$ cat src/rtl/signed_accumulator_pkg.sv
// Shared constants for the signed accumulator: FSM state encoding and
// default operand/count widths.
package signed_accumulator_pkg;

  localparam int SA_N_DEFAULT  = 4;
  localparam int SA_CW_DEFAULT = 4;

  typedef enum logic [1:0] {
    ST_IDLE  = 2'b00,
    ST_ACCUM = 2'b01,
    ST_DONE  = 2'b10
  } sa_state_t;

endpackage

$ cat src/rtl/signed_accumulator_addsub.sv
// n-bit two's-complement adder/subtractor with carry-out and signed overflow.
// Subtraction is performed as x + ~y + 1.
module adder_subtractor_with_overflow #(
  parameter int n = 4
) (
  input  logic [n-1:0] x,
  input  logic [n-1:0] y,
  input  logic         add_n,
  output logic [n-1:0] s,
  output logic         c_out,
  output logic         over_flow
);

  logic [n-1:0] w_y_eff;
  logic [n:0]   w_sum;

  // Operand conditioning and the single wide add that yields sum and carry
  always_comb begin
    w_y_eff   = add_n ? ~y : y;
    w_sum     = {1'b0, x} + {1'b0, w_y_eff} + {{n{1'b0}}, add_n};
    s         = w_sum[n-1:0];
    c_out     = w_sum[n];
    // Overflow when both addends share a sign and the sum's sign differs
    over_flow = (x[n-1] == w_y_eff[n-1]) && (w_sum[n-1] != x[n-1]);
  end

endmodule

$ cat src/rtl/signed_accumulator.sv
// Sequenced signed accumulator: start opens a sequence, operands are added or
// subtracted one per cycle, the operand marked last closes it and the result
// is held with out_valid until the consumer accepts it.
module signed_accumulator
  import signed_accumulator_pkg::*;
#(
  parameter int n  = SA_N_DEFAULT,
  parameter int cw = SA_CW_DEFAULT
) (
  input  logic          clk,
  input  logic          rst_n,
  input  logic          start,
  input  logic          in_valid,
  output logic          in_ready,
  input  logic [n-1:0]  operand,
  input  logic          add_n,
  input  logic          last,
  output logic          out_valid,
  input  logic          out_ready,
  output logic [n-1:0]  result,
  output logic          c_out,
  output logic          over_flow,
  output logic [cw-1:0] count
);

  sa_state_t     r_state;
  logic [n-1:0]  r_acc;
  logic          r_c_out;
  logic          r_over_flow;
  logic [cw-1:0] r_count;
  logic          r_in_ready;
  logic          r_out_valid;

  logic [n-1:0]  w_sum;
  logic          w_c_out;
  logic          w_over_flow;

  adder_subtractor_with_overflow #(.n(n)) u_addsub (
    .x         (r_acc),
    .y         (operand),
    .add_n     (add_n),
    .s         (w_sum),
    .c_out     (w_c_out),
    .over_flow (w_over_flow)
  );

  // Sequence FSM with accumulator, flags, operand count and handshake outputs
  always_ff @(posedge clk or negedge rst_n) begin
    if (!rst_n) begin
      r_state     <= ST_IDLE;
      r_acc       <= '0;
      r_c_out     <= 1'b0;
      r_over_flow <= 1'b0;
      r_count     <= '0;
      r_in_ready  <= 1'b0;
      r_out_valid <= 1'b0;
    end else begin
      case (r_state)
        ST_IDLE: begin
          if (start) begin
            r_state     <= ST_ACCUM;
            r_acc       <= '0;
            r_c_out     <= 1'b0;
            r_over_flow <= 1'b0;
            r_count     <= '0;
            r_in_ready  <= 1'b1;
          end
        end
        ST_ACCUM: begin
          if (in_valid) begin
            r_acc       <= w_sum;
            r_c_out     <= w_c_out;
            r_over_flow <= r_over_flow | w_over_flow;
            // Count saturates rather than wrapping on long sequences
            if (r_count != {cw{1'b1}}) begin
              r_count <= r_count + {{(cw-1){1'b0}}, 1'b1};
            end
            if (last) begin
              r_state     <= ST_DONE;
              r_in_ready  <= 1'b0;
              r_out_valid <= 1'b1;
            end
          end
        end
        ST_DONE: begin
          if (out_ready) begin
            r_state     <= ST_IDLE;
            r_out_valid <= 1'b0;
          end
        end
        default: begin
          r_state     <= ST_IDLE;
          r_in_ready  <= 1'b0;
          r_out_valid <= 1'b0;
        end
      endcase
    end
  end

  assign in_ready  = r_in_ready;
  assign out_valid = r_out_valid;
  assign result    = r_acc;
  assign c_out     = r_c_out;
  assign over_flow = r_over_flow;
  assign count     = r_count;

endmodule

$ cat config.mk
export PLATFORM = sky130hd
export DESIGN_NAME = signed_accumulator
export DESIGN_NICKNAME = d
export VERILOG_FILES = /design/src/rtl/signed_accumulator_pkg.sv /design/src/rtl/signed_accumulator_addsub.sv /design/src/rtl/signed_accumulator.sv
export SDC_FILE = /design/constraint.sdc
export NUM_CORES = 1
export LEC_CHECK = 0
export CAP_MARGIN = 20
export CORE_MARGIN = 5
export CORE_UTILIZATION = 42
export CTS_BUF_LIST = sky130_fd_sc_hd__clkbuf_16
export DETAILED_ROUTE_END_ITERATION = 7
export PLACE_DENSITY_LB_ADDON = 0.2
export SYNTH_ARGS = -nofsm -noshare
export SYNTH_HDL_FRONTEND = slang
export SYNTH_HIERARCHICAL = 1
export SYNTH_SLANG_ARGS = --single-unit
$ cat constraint.sdc
create_clock -name clk -period 1.7 [get_ports clk]
set_input_delay 0.34 -clock clk [delete_from_list [all_inputs] [get_ports clk]]
set_output_delay 0.34 -clock clk [all_outputs]
set_load 0.02 [all_outputs]
==> results.toml <==
[place]
placedCellCount = 145
dpl_worst_slack_ns = -0.6588
place.port_buffers = 22
dpl.hpwl_mm = 1.595
gpl.final_weighted_congestion = 0.7538

[synth]
synth_seq_area_share = 0.4052
postSynthNetCount = 102
synth_area_per_cell_sq_um = 10.05
combinational_family_with_the_most_area_after_synthesis = "compound AO/OA/AOI/OAI gates"
post_synth_and_or_nand_nor_area_fraction = 0.1462
yosys.area.top_type_share = 0.4052
synthCells = 86
yosys-mux-area-fraction = 0.06223
synth_top_flop_cell = "dfrtp_1"
number_of_enable_type_register_cells_in_the_synthesized_netlist = 0
synth_largest_area_cell = "dfrtp_1"
synth_commonest_cells = "dfrtp_1, nand2_1, o21ai_1"
synth.top_cells.by_area = "dfrtp_1, ha_1, o21ai_1"
yosys.cell_count.top_type = "dfrtp_1"
synthAdderAreaFrac = 0.08104
synth.ff_latch_count = 14
synth-async-reset-ratio = 1.000
netlist_area_sq_um = 864.6
synth-warning-count = 6
synth_compound_gate_area_share = 0.2041
library_cells_used_by_synthesis = 33
synthXorXnorAreaFrac = 0.06078

[setup_path]
path_max_fanout = 3
timing.critical_path.from = "result[2]$_DFFE_PN0P_"
slack_of_the_worst_reg_to_reg_path_ns = 0.02
worst_setup_path_endpoint = "over_flow$_DFFE_PN0P_"
startpoint_type = "register"
end_kind = "register"
worstReg2RegEnd = "over_flow$_DFFE_PN0P_"
r2r.worst_path.cells = 6
regToRegStartpoint = "result[2]$_DFFE_PN0P_"
worstPathRequired_ns = 1.83
path_class = "reg2reg"
arrival_ns = 1.81

[timing]
final_period_minus_worst_setup_slack_ns = 1.682
timing.hold.ws_ns = 0.4115
fin_ws_ns = 0.01787
worst_pin_slew_ns = 0.2868
timing.clock.skew_ns = 0.002809
final.period_utilization = 0.9895
hold_viol = 0
finalSetupViolations = 0
clock.fmax_mhz = 594.5
timing.max_slew.rel_slack = 0.8076
rsz0062_at_grt = "true"
report.final.slew_viol_count = 0

[final_layout]
post_route_cells_drive_above_1_share = 0.2764
final_cells = 150
filler_cell_count = 172
area_of_the_multi_input_gates_sq_um = 511.7
area_growth_synth_to_finish_pct = 52.10
finalNetCount = 140
final_core_utilization = 0.6703
antennaDiodeCount = 0
area.sequential_sq_um = 352.8

[floorplan]
std_cell_rows = 16
dieHeight_microns = 55.37
die_width_microns = 55.37
start_util = 0.4407
die_area_sq_um = 3066
floorplan.io_pins = 23
core_region_area_sq_um = 1962

[drt]
first_pass_iters = 5
met2_wl_mm = 1.016
route.layer.met1.wl_microns = 887
wl_met3_microns = 132
top_signal_layer_used = "met4"
finalWirelength_mm = 2.055
drt_drc = 0
drtIter0Drc = 9
wl_per_cell_microns = 13.70
antenna_left = 0
via_per_inst = 5.327
vias = 799

[global_routing]
first_global_vias = 809
grt_start_max_net_pins = 17
antenna_violations_before_repair = 0
overall_global_routing_resource_usage = 0.1430
grt_first_pass_wirelength_mm = 3.532
grt_remaining_overflow = 0

[power_and_ir_drop]
ir_drop_uv = 1102
powerDensity_nw_per_um2 = 1719
leakage_nw = 0.6261

[cts]
clk_pin_slew_worst_paths_ns = 0.05
clk_latency_ns = 0.24
cts_made_buffers = 3
cts.sinks = 14
clk_root_buffer_cell = "clkbuf_16"
clock_tree.htree_level_count = 1
cts_tree = "built"
max-clock-path-buffers = 2

[run_status]
outcome = "finished, final reports clean"

[run]
drv.max_cap_violation_count = 0

[worst_hold_path]
hold_path.class = "in2async"
[sequential cells by signal (all words and copies together) (netlist names)]
name and count:
c_out 1, count 4, in_ready 1, out_valid 1, over_flow 1, r_state 2
result 4
[metal layers]
metal,GRT usage,vias to the layer above
li1,-,391
met1,0.1662,382
met2,0.2432,21
met3,0.06061,5
met4,0.03125,0
met5,0,-
[cells in the final DEF, fill, tap and decap left out, drive strengths merged, types with 3 or more instances in the layout]
cell and count:
o21ai 9, inv 5, dfrtp 14, buf 17, nand4 5, nand2 9
a21o 3, clkdlybuf4s50 17, nor2 3, xor2 5, clkbuf 4, ha 4
a31oi 3
[report_power, final]
group          leakage [nW]  total, mW  switching (mW)  internal (mW)
clock                0.0385      0.449           0.137          0.311
sequential            0.173      0.601           0.127          0.474
combinational         0.414       1.21           0.573          0.638
total                 0.626       2.26           0.837           1.42
[how the worst min path moves through the flow]
stage / startpoint / to / slack [ns] / cells after the start
after floorplan: rst_n / c_out$_DFFE_PN0P_ / 0.04 / 0
after global placement: c_out$_DFFE_PN0P_ / c_out$_DFFE_PN0P_ / 0.47 / 2
after detailed placement: c_out$_DFFE_PN0P_ / c_out$_DFFE_PN0P_ / 0.50 / 2
after CTS: rst_n / count[1]$_DFFE_PN0P_ / 0.41 / 2
after global routing: rst_n / count[1]$_DFFE_PN0P_ / 0.44 / 2
final: rst_n / in_ready$_DFFE_PN0P_ / 0.41 / 2
[layout make-up]
| type | instances | area share |
|---|---|---|
| tap | 27 | 0.02569 |
| multi-input combinational | 63 | 0.3892 |
| timing repair buffer | 37 | 0.2426 |
| clock buffer | 3 | 0.05709 |
| clock inverter | 1 | 0.002854 |
| sequential | 14 | 0.2683 |
| inverter | 5 | 0.01427 |
[logic make-up (layout without fill, tap and decap cells)]
| family | Yosys count | count (layout) |
|---|---|---|
| xor gates and xnor gates | 6 | 6 |
| buffers and inverters | 9 | 46 |
| and+or+nand+nor | 24 | 24 |
| AOI/OAI and AO/OA | 24 | 24 |
| muxes | 4 | 4 |
| DFF | 14 | 14 |
| adders and majority gates | 5 | 5 |
[stage by stage]
step / TNS, ns / instance area [sq um] / total power, mW
finish: 0 / 1315 / 2.261
global route: -0.03048 / 1315 / 2.404
CTS: 0 / 1309 / 2.286
detailed placement: -2.564 / 1230 / 1.821
global placement: -2.402 / 1230 / 1.795
floorplan: -0.03118 / 887.1 / 1.307
[worst max-delay path, stage by stage (launching register included)]
cell and delay, ns:
dfrtp_2 0.43, ha_4 0.24, a21o_1 0.17, a31oi_4 0.17, mux2_4 0.31, a31oi_1 0.17
o21ai_1 0.07
[timing repair]
action | CTS | global route
pin swaps | 8 | 9
resized for setup | 12 | 4
hold buffers | 0 | 0
buffers inserted | 1 | 0
endpoints found under the setup margin | 5 | 4
gates cloned | 0 | 0
(Power assumes the default switching activity.)
